`config.mk`:
```
export PLATFORM = sky130hd
export DESIGN_NAME = alu_pipe
export DESIGN_NICKNAME = d
export VERILOG_FILES = /design/src/rtl/alu_pipe.sv
export SDC_FILE = /design/constraint.sdc
export NUM_CORES = 1
export LEC_CHECK = 0
export CORE_AREA = 4 4 244 187
export DETAILED_ROUTE_END_ITERATION = 8
export DIE_AREA = 0 0 248 191
export HOLD_SLACK_MARGIN = 0.08
export MAX_ROUTING_LAYER = met4
export PLACE_DENSITY_LB_ADDON = 0.3
export SYNTH_ARGS = -nofsm -noshare
export SYNTH_HDL_FRONTEND = slang
export SYNTH_SLANG_ARGS = --single-unit
```
`constraint.sdc`:
```
create_clock -name clk -period 8.7 [get_ports clk]
set_input_delay 2.175 -clock clk [delete_from_list [all_inputs] [get_ports clk]]
set_output_delay 2.175 -clock clk [all_outputs]
set_load 0.05 [all_outputs]
```
`src/rtl/alu_pipe.sv`:
```
// alu_pipe: handshaked ALU with a registered result and an iterative unsigned multiply.
// Ports:
//   clk, rst              clock, synchronous active-high reset
//   in_valid / in_ready   request handshake; operands and selects sampled on accept
//   a, b                  WIDTH-bit operands
//   ALUSel                000 add/sub, 001 OR, 010 AND, 011 XOR, 100 SLL, 101 SRL/SRA, 110 cmp, 111 MUL
//   AddSel, ArithSel      subtract select, arithmetic right shift select
//   CompSel, sign         compare relation, signed compare / signed overflow
//   out_valid / out_ready result handshake; z and flags hold until consumed
//   z, overflow, zero, cflag  result and status flags
module alu_pipe #(
  parameter  int unsigned WIDTH = 32,
  localparam int unsigned SHW   = $clog2(WIDTH)
) (
  input  logic             clk,
  input  logic             rst,
  input  logic             in_valid,
  output logic             in_ready,
  input  logic [WIDTH-1:0] a,
  input  logic [WIDTH-1:0] b,
  input  logic [2:0]       ALUSel,
  input  logic             AddSel,
  input  logic             ArithSel,
  input  logic [2:0]       CompSel,
  input  logic             sign,
  output logic             out_valid,
  input  logic             out_ready,
  output logic [WIDTH-1:0] z,
  output logic             overflow,
  output logic             zero,
  output logic             cflag
);

  typedef enum logic {IDLE, MUL} state_t;

  state_t             state_q, state_d;
  logic               out_valid_q, out_valid_d;
  logic [WIDTH-1:0]   z_q, z_d;
  logic               ov_q, ov_d, zero_q, zero_d, cf_q, cf_d;
  logic [2*WIDTH-1:0] acc_q, acc_d;
  logic [WIDTH-1:0]   mcand_q, mcand_d;
  logic [SHW-1:0]     cnt_q, cnt_d;

  logic accept, retire, mul_last;

  assign in_ready = (state_q == IDLE) && (!out_valid_q || out_ready);
  assign accept   = in_valid && in_ready;
  assign retire   = out_valid_q && out_ready;
  assign mul_last = (state_q == MUL) && (cnt_q == SHW'(WIDTH - 1));

  // Single-cycle datapath
  logic [WIDTH-1:0]        b_eff, sll_z, srl_z, sra_z;
  logic signed [WIDTH-1:0] a_s;
  logic [WIDTH:0]          sum;
  logic [SHW-1:0]          shamt;
  logic                    lt, eq, cmp_res;

  assign b_eff = AddSel ? ~b : b;
  assign sum   = {1'b0, a} + {1'b0, b_eff} + (WIDTH + 1)'(AddSel);
  assign shamt = b[SHW-1:0];
  assign a_s   = $signed(a);
  assign sll_z = a << shamt;
  assign srl_z = a >> shamt;
  // Kept in its own assignment so the shift stays signed
  assign sra_z = a_s >>> shamt;
  assign lt    = sign ? ($signed(a) < $signed(b)) : (a < b);
  assign eq    = (a == b);

  always_comb begin
    cmp_res = 1'b0;
    if (CompSel[2]) begin
      cmp_res = CompSel[0] ? !eq : eq;
    end else begin
      case (CompSel[1:0])
        2'b00:   cmp_res = !lt && !eq;
        2'b01:   cmp_res = !lt;
        2'b10:   cmp_res = lt;
        default: cmp_res = lt || eq;
      endcase
    end
  end

  logic [WIDTH-1:0] res_z;
  logic             res_ov, res_cf;

  always_comb begin
    res_z  = '0;
    res_ov = 1'b0;
    res_cf = 1'b0;
    case (ALUSel)
      3'b000: begin
        res_z  = sum[WIDTH-1:0];
        // Subtract reports borrow, i.e. the inverted carry
        res_cf = AddSel ? !sum[WIDTH] : sum[WIDTH];
        res_ov = sign && (a[WIDTH-1] == b_eff[WIDTH-1]) && (sum[WIDTH-1] != a[WIDTH-1]);
      end
      3'b001:  res_z = a | b;
      3'b010:  res_z = a & b;
      3'b011:  res_z = a ^ b;
      3'b100:  res_z = sll_z;
      3'b101:  res_z = ArithSel ? sra_z : srl_z;
      3'b110:  res_z = {{(WIDTH - 1){1'b0}}, cmp_res};
      default: res_z = '0;
    endcase
  end

  // Shift-add step: acc = {partial high, remaining multiplier bits}
  logic [WIDTH:0]     mul_hi;
  logic [2*WIDTH-1:0] acc_step;

  assign mul_hi   = {1'b0, acc_q[2*WIDTH-1:WIDTH]} + (acc_q[0] ? {1'b0, mcand_q} : '0);
  assign acc_step = {mul_hi, acc_q[WIDTH-1:1]};

  // State register
  always_ff @(posedge clk) begin
    if (rst) state_q <= IDLE;
    else     state_q <= state_d;
  end

  // Next state
  always_comb begin
    state_d = state_q;
    case (state_q)
      IDLE:    if (accept && (ALUSel == 3'b111)) state_d = MUL;
      default: if (mul_last) state_d = IDLE;
    endcase
  end

  // Datapath next values
  always_comb begin
    out_valid_d = out_valid_q;
    z_d         = z_q;
    ov_d        = ov_q;
    zero_d      = zero_q;
    cf_d        = cf_q;
    acc_d       = acc_q;
    mcand_d     = mcand_q;
    cnt_d       = cnt_q;
    if (retire) out_valid_d = 1'b0;
    if (accept) begin
      if (ALUSel == 3'b111) begin
        acc_d   = {{WIDTH{1'b0}}, b};
        mcand_d = a;
        cnt_d   = '0;
      end else begin
        z_d         = res_z;
        ov_d        = res_ov;
        cf_d        = res_cf;
        zero_d      = (res_z == '0);
        out_valid_d = 1'b1;
      end
    end
    if (state_q == MUL) begin
      acc_d = acc_step;
      cnt_d = cnt_q + SHW'(1);
      if (mul_last) begin
        z_d         = acc_step[WIDTH-1:0];
        ov_d        = 1'b0;
        cf_d        = (acc_step[2*WIDTH-1:WIDTH] != '0);
        zero_d      = (acc_step[WIDTH-1:0] == '0);
        out_valid_d = 1'b1;
      end
    end
  end

  // Datapath registers
  always_ff @(posedge clk) begin
    if (rst) begin
      out_valid_q <= 1'b0;
      z_q         <= '0;
      ov_q        <= 1'b0;
      zero_q      <= 1'b0;
      cf_q        <= 1'b0;
      acc_q       <= '0;
      mcand_q     <= '0;
      cnt_q       <= '0;
    end else begin
      out_valid_q <= out_valid_d;
      z_q         <= z_d;
      ov_q        <= ov_d;
      zero_q      <= zero_d;
      cf_q        <= cf_d;
      acc_q       <= acc_d;
      mcand_q     <= mcand_d;
      cnt_q       <= cnt_d;
    end
  end

  assign out_valid = out_valid_q;
  assign z         = z_q;
  assign overflow  = ov_q;
  assign zero      = zero_q;
  assign cflag     = cf_q;

endmodule
```
==> results of run 1 <==
worst max-delay path, stage by stage:
cell and delay [ns]:
clkdlybuf4s50_1 0.53, clkinv_1 0.45, ha_1 0.60, nor4_1 0.79, nand4_1 0.30, nor2_1 0.32
o41a_1 0.33, or2_1 0.17, mux2i_1 0.19, a31oi_1 0.13, nor4_1 0.33, nand4_1 0.22
nor4_1 0.32, a41o_1 0.18
Yosys cell counts (8+ instances only):
| cell type | n |
|---|---|
| and3_1 | 10 |
| mux4_2 | 43 |
| o31ai_1 | 9 |
| a31oi_1 | 28 |
| a211oi_1 | 37 |
| mux2_2 | 60 |
| dfxtp_1 | 138 |
| mux2i_1 | 76 |
| a2111oi_0 | 9 |
| buf_2 | 11 |
| nor2b_1 | 23 |
| nor4_1 | 28 |
| nor3_1 | 46 |
| nand4_1 | 28 |
| or3_1 | 8 |
| nand2b_1 | 10 |
| and2_1 | 41 |
| nand3b_1 | 30 |
| a21o_1 | 31 |
| mux2_1 | 10 |
| a22oi_1 | 36 |
| nand3_1 | 39 |
| buf_1 | 26 |
| o211ai_1 | 28 |
| xor2_1 | 45 |
| o22ai_1 | 22 |
| a211o_1 | 9 |
| or4_1 | 9 |
| nand2_1 | 261 |
| clkbuf_1 | 156 |
| ha_1 | 162 |
| a21oi_1 | 257 |
| o21bai_1 | 12 |
| xnor2_1 | 35 |
| o21ai_0 | 91 |
| nor2_1 | 188 |
| inv_1 | 98 |
kinds of logic after synthesis:
group	count (synthesis)
AOI/OAI and AO/OA	684
xor gates and xnor gates	80
adders and majority gates	164
buffers and inverters	297
DFF	138
muxes	189
and+or+nand+nor	751
final cells by class:
cell class | instances | area, um^2 | area share
inverter | 104 | 390 | 0.0203
tap | 578 | 723 | 0.0375
timing repair buffer | 173 | 1550 | 0.0802
clock buffer | 18 | 450 | 0.0234
clock inverter | 14 | 133 | 0.00688
sequential | 138 | 2770 | 0.144
multi-input combinational | 1868 | 13300 | 0.688
per-layer routing:
metal,wire [um],global-route usage,up-vias
li1,-,-,8434
met1,34800,0.471,9068
met3,8400,0.0690,140
met2,33400,0.489,1106
met5,0,-,-
met4,2230,0.0933,0
state kept, by name, summed over array words and instances (netlist names):
name,count
z,32
cnt_q,5
out_valid,1
zero,1
mcand_q,32
state_q,1
cflag,1
overflow,1
acc_q,64
final timing paths:
path | end | from
max | zero$_SDFF_PP0_ | a[31]
min | mcand_q[0]$_SDFFE_PP0P_ | mcand_q[0]$_SDFFE_PP0P_
max reg2reg | cflag$_SDFF_PP0_ | acc_q[0]$_SDFFE_PP0P_
min reg2reg | mcand_q[0]$_SDFFE_PP0P_ | mcand_q[0]$_SDFFE_PP0P_
power groups by stage:
stage | clock network (W) | registers (W) | logic (W)
global placement | 0 | 0.000685 | 0.000973
finish | 0.000765 | 0.000671 | 0.00101
CTS | 0.000777 | 0.000671 | 0.000981
detailed placement | 0 | 0.000685 | 0.000974
floorplan | 0 | 0.000729 | 0.000576
global route | 0.000800 | 0.000673 | 0.00107
through the flow:
step                      total power [W]  instance area, um^2  std cells  hold slack [ns]
after detailed placement          0.00166                18700       2861            0.445
after global routing              0.00254                19300       2893            0.476
after global placement            0.00166                18700       2861            0.438
after floorplan                   0.00130                17100       2303            0.432
final                             0.00245                19300       2893            0.452
after CTS                         0.00243                19300       2893            0.453
layout by cell type, fill, tap and decap left out, types with 39 or more instances in the layout:
cell             count
buf_4               62
and2_1              40
o21ai_0             91
ha_1               162
dfxtp_1            137
xor2_1              45
mux4_2              43
inv_1               98
a21oi_1            257
nor3_1              45
mux2_2              60
mux2i_1             76
nand3_1             39
nand2_1            261
clkdlybuf4s50_1    105
nor2_1             186
==> summary.md, run 1 <==
| Metric | Value |
|---|---|
| Compound-Gate Fraction of Synth Area | `0.256` |
| Internal power | `0.00143 W` |
| Net Sw Power | `0.00102 W` |
| Worst setup SP type | `input pin` |
| FP Rows | `66` |
| Post-DP HPWL | `59300 um` |
| Total routed wirelength | `78800 um` |
| Register area share after synthesis | `0.161` |
| Chip height | `191 um` |
| HP Class | `reg -> reg` |
| Worst r2r path cells | `14` |
| Unrepaired setup endpoints after global routing | `false` |
| Avg Vias per Cell | `6.48` |
| Peak supply drop | `0.131 mV` |
| Area grow syn2layout | `12.5%` |
| Clock share of power | `0.312` |
| CTS resizes | `0` |
| Worst skew pair latency | `0.45 ns` |
| Crit Path Max Fanout | `8` |
| CTS Hold Bufs | `0` |
| Synth Area per Inst | `7.44 um^2` |
| Chip width | `248 um` |
| Clk slew on worst S/H paths | `0.07 ns` |
| DIE AREA | `47400 um^2` |
| Slew HR | `0.218` |
| Sw Ratio | `0.417` |
| Setup Viol. Count Final | `0` |
| Mux share of post-synthesis cell area | `0.147` |
| Setup TNS | `0 ns` |
| CP required | `9.10 ns` |
| Layout cells sized above 1 | `0.0981` |
| CTS tree | `yes` |
| Crit Path Category | `in -> reg` |
| Routability cong. | `1.06` |
| Logic pwr share | `0.413` |
| Synthesized net count | `2544` |
| Ports | `114` |
| Critical path endpoint category | `register` |
| Via count | `18748` |
| Root buffer cell | `clkbuf_16` |
| Post-Synth Adder-Cell Area | `0.121` |
| Reg2Reg Setup Slack | `3.82 ns` |
| Synth Cell Area | `17100 um^2` |
| Pre-CTS WS | `1.65 ns` |
| Power per cell area | `127 nW/um^2` |
| Final hold vios | `0` |
| Average wire per standard cell | `27.2 um` |
| Routed Antenna Nets | `0` |
| Post-synth ARST share | `0` |
| Setup Buffers After CTS | `0` |
| Simple-gate share of the synthesized area | `0.209` |
| Post-Syn Instances | `2303` |
| Final cycle utilization of the critical path | `0.767` |
| Drt pass-1 iters | `6` |
| Post-layout utilization of the core | `0.448` |
| Maximum clock path buffer count | `2` |
| Fmax achieved | `0.150 GHz` |
| Unique masters post-synth | `85` |
| Starting Density | `0.398` |
| Synth Register Bits | `138` |
| Post-synth top area share | `0.161` |
| Initial DRC count | `2406` |
| Initial antenna violation count | `1` |
| Largest cells by area after synthesis | `dfxtp_1 (16%), ha_1 (12%), a21oi_1 (7.5%), nand2_1 (5.7%), mux4_2 (5.7%)` |
| Total CTS buffers | `17` |
| Number of enable flip-flop cells after synthesis | `0` |
| Synth warnings | `0` |
| Fin. max-slew vios | `0` |
| Final WS setup | `2.03 ns` |
| Outcome | `completed` |
| Largest net degree at the start of global routing | `96` |
| Vias in the first global route | `17718` |
| Port Buf Inserts | `113` |
| Post-synth top area cell | `dfxtp_1` |
| Clock sinks | `138` |
| Remaining DRCs | `0` |
| Pleak | `7.70 nW` |
| Gr ovfl total | `0` |
| Final Skew | `0.0148 ns` |
| Main combinational cell family by area after synthesis | `compound AO/OA/AOI/OAI gates` |
| Xor/xnor share of the synthesized area | `0.0409` |
| CP arrival | `7.07 ns` |
| Reg power frac | `0.274` |
| Final nets | `2543` |
| Core ar. | `43000 um^2` |
| Least-Margin Pin Slew | `1.17 ns` |
| Inserted Diodes | `0` |
| H-tree lvl count | `4` |
| GR Util All Layers | `0.336` |
| Ys flop type | `dfxtp_1` |
| Global-route wire length before repair | `117000 um` |
| Filler cells | `4361` |
| Tmin final | `6.67 ns` |
| MaxCap Viol Count | `0` |
| Worst Hold Depth | `2` |
(Power assumes the default switching activity.)
==> run 2: changes to the inputs <==
- clock period: 8.7 -> 6.26 ns (I/O delays scaled with it)
==> summary.md, run 2 (synthesis gave the netlist of run 1 again) <==
| Metric | Value |
|---|---|
| Outcome | `completed (unchanged)` |
| CP arrival | `6.33 ns (was 7.07 ns)` |
| Routed Antenna Nets | `0 (unchanged)` |
| Worst setup SP type | `input pin (unchanged)` |
| Met3 GRT Util | `0.0646 (was 0.0690)` |
| Gr ovfl total | `0 (unchanged)` |
| Port Buf Inserts | `113 (unchanged)` |
| CP required | `6.67 ns (was 9.10 ns)` |
| Final hold vios | `0 (unchanged)` |
| Worst Hold Depth | `2 (unchanged)` |
| Final nets | `2617 (was 2543)` |
| Pre-CTS WS | `-0.0826 ns (was 1.65 ns)` |
| Reg2Reg Setup Slack | `1.30 ns (was 3.82 ns)` |
| Cells along the critical path | `clkdlybuf4s50_1 > ha_1 > a211oi_1 > nor2_1 > o41a_1 > a2111o_1 > a41oi_1 > nor4_1 > a211oi_1 > o31ai_1 > nor4_1 > a41o_1 (was clkdlybuf4s50_1 > clkinv_1 > ha_1 > nor4_1 > nand4_1 > nor2_1 > o41a_1 > or2_1 > mux2i_1 > a31oi_1 > nor4_1 > nand4_1 > nor4_1 > a41o_1)` |
| Crit Path Max Fanout | `11 (was 8)` |
| GR Util All Layers | `0.354 (was 0.336)` |
| CTS resizes | `0 (unchanged)` |
| Worst Hold End | `mcand_q[2]$_SDFFE_PP0P_ (was mcand_q[0]$_SDFFE_PP0P_)` |
| Clock sinks | `138 (unchanged)` |
| Commonest non-fill, non-tap cell in the layout | `nand2_1 (unchanged)` |
| Starting Density | `0.398 (unchanged)` |
| Vias in the first global route | `17844 (was 17718)` |
| Origin of the critical flop-to-flop path | `acc_q[0]$_SDFFE_PP0P_ (unchanged)` |
| Layout cells sized above 1 | `0.126 (was 0.0981)` |
| CTS Hold Bufs | `0 (unchanged)` |
| Post-layout utilization of the core | `0.462 (was 0.448)` |
| H-tree lvl count | `4 (unchanged)` |
| Total CTS buffers | `17 (unchanged)` |
| Multi-input logic area | `13300 um^2 (about the same)` |
| Peak supply drop | `0.201 mV (was 0.131 mV)` |
| Biggest register | `acc_q (unchanged)` |
| Global-route wire length before repair | `121000 um (was 117000 um)` |
| GRT Max-Usage Layer | `met1 (was met2)` |
| Worst skew pair latency | `0.46 ns (was 0.45 ns)` |
| Tmin final | `5.92 ns` |
| Largest stage delay on the critical path | `0.82 ns (was 0.79 ns)` |
| Final cycle utilization of the critical path | `0.945` |
| MaxCap Viol Count | `0 (unchanged)` |
| Reg area | `2770 um^2 (unchanged)` |
| Setup Buffers After CTS | `0 (unchanged)` |
| Chip width | `248 um (unchanged)` |
| Area grow syn2layout | `16.1% (was 12.5%)` |
| Unrepaired setup endpoints after global routing | `false (unchanged)` |
| HP Class | `reg -> reg (unchanged)` |
| Root buffer cell | `clkbuf_16 (unchanged)` |
| FP Rows | `66 (unchanged)` |
| Critical path endpoint category | `register (unchanged)` |
| Initial antenna violation count | `4 (was 1)` |
| Least-Margin Pin Slew | `1.12 ns (was 1.17 ns)` |
| Clk slew on worst S/H paths | `0.07 ns (about the same)` |
| Via count | `19127 (was 18748)` |
| Final Skew | `0.0141 ns (was 0.0148 ns)` |
| Ports | `114 (unchanged)` |
| Worst r2r path cells | `14 (unchanged)` |
| Max FFs per register | `64 (unchanged)` |
| FF-to-FF End | `cflag$_SDFF_PP0_ (unchanged)` |
| Maximum clock path buffer count | `2 (unchanged)` |
| Avg Vias per Cell | `6.44 (was 6.48)` |
| DIE AREA | `47400 um^2 (unchanged)` |
| Hold slack | `0.451 ns (was 0.452 ns)` |
| Total power | `0.00344 W (was 0.00245 W)` |
| Fin. max-slew vios | `0 (unchanged)` |
| Core ar. | `43000 um^2 (unchanged)` |
| Initial DRC count | `2572 (was 2406)` |
| Layout Cells excl Fill | `2968 (was 2893)` |
| GR Layer Usage met1 | `0.517 (was 0.471)` |
| Setup Viol. Count Final | `0 (unchanged)` |
| Filler cells | `4335 (was 4361)` |
| # placed instances | `2935 (was 2861)` |
| Final WS setup | `0.342 ns (was 2.03 ns)` |
| Chip height | `191 um (unchanged)` |
| Pleak | `8.06 nW (was 7.70 nW)` |
| Power per cell area | `173 nW/um^2 (was 127 nW/um^2)` |
| Total routed wirelength | `82900 um (was 78800 um)` |
| Startpoint of the worst hold path | `mcand_q[2]$_SDFFE_PP0P_ (was mcand_q[0]$_SDFFE_PP0P_)` |
| Post-DP HPWL | `64800 um (was 59300 um)` |
| Commonest cells after routing, fill and taps aside | `nand2_1 (261), a21oi_1 (257), nor2_1 (186) (unchanged)` |
| Largest net degree at the start of global routing | `86 (was 96)` |
| Crit Path Category | `in -> reg (unchanged)` |
| Routability cong. | `1.02 (was 1.06)` |
| Routing usage on met2 | `0.505 (was 0.489)` |
| Slew HR | `0.251 (was 0.218)` |
| Slowest cell on crit path | `clkdlybuf4s50_1 (was nor4_1)` |
| Average wire per standard cell | `27.9 um (was 27.2 um)` |
| Fmax achieved | `0.169 GHz` |
| Drt pass-1 iters | `6 (unchanged)` |
| Remaining DRCs | `0 (unchanged)` |
| CTS tree | `yes (unchanged)` |
-- run 2: worst max-delay path by stage --
stage / cells past startpoint / end / from
final: 12 / zero$_SDFF_PP0_ / a[16]
after global routing: 12 / zero$_SDFF_PP0_ / a[16]
after CTS: 12 / zero$_SDFF_PP0_ / a[16]
after detailed placement: 12 / zero$_SDFF_PP0_ / a[16]
after global placement: 12 / zero$_SDFF_PP0_ / a[16]
after floorplan: 19 / z[24]$_SDFF_PP0_ / b[1]
-- run 2: critical path, delay by kind of cell --
family / cells / cell delay [ns]
compound gates: 7 / 2.64
fa+ha+maj: 1 / 0.63
simple gates: 3 / 0.68
buf+inv: 1 / 0.82
-- run 2: power by group --
part / switching (W) / internal [W]
Clock: 0.000486 / 0.000529
Combinational: 0.000948 / 0.000539
Sequential: 0.0000261 / 0.000908
-- run 2: per-stage QoR --
step	cell area (um^2)	setup TNS, ns
floorplan	17100	0
global placement	19300	-0.353
detailed placement	19300	-0.0826
CTS	19900	0
global route	19900	0
finish	19900	0
-- run 2: area by class of cell --
class                      instances  share of cell area
antenna                            1            0.000126
sequential                       138               0.139
clock buffer                      17              0.0214
timing repair buffer             247               0.108
tap                              578              0.0364
inverter                         104              0.0196
clock inverter                    15             0.00787
multi-input combinational       1868               0.667
-- run 2: layer usage --
| metal | share of wire | wire length (um) | vias up |
|---|---|---|---|
| met5 | 0 | 0 | - |
| met4 | 0.023 | 1870 | 0 |
| met1 | 0.46 | 38000 | 9396 |
| met3 | 0.10 | 8580 | 103 |
| met2 | 0.42 | 34500 | 1063 |
| li1 | - | - | 8565 |
==> run 3: changes to the inputs <==
- CTS_CLUSTER_SIZE: unset -> 30
==> results of run 3 <==
No change in the layout: final DEF, timing and power equal those of run 2.
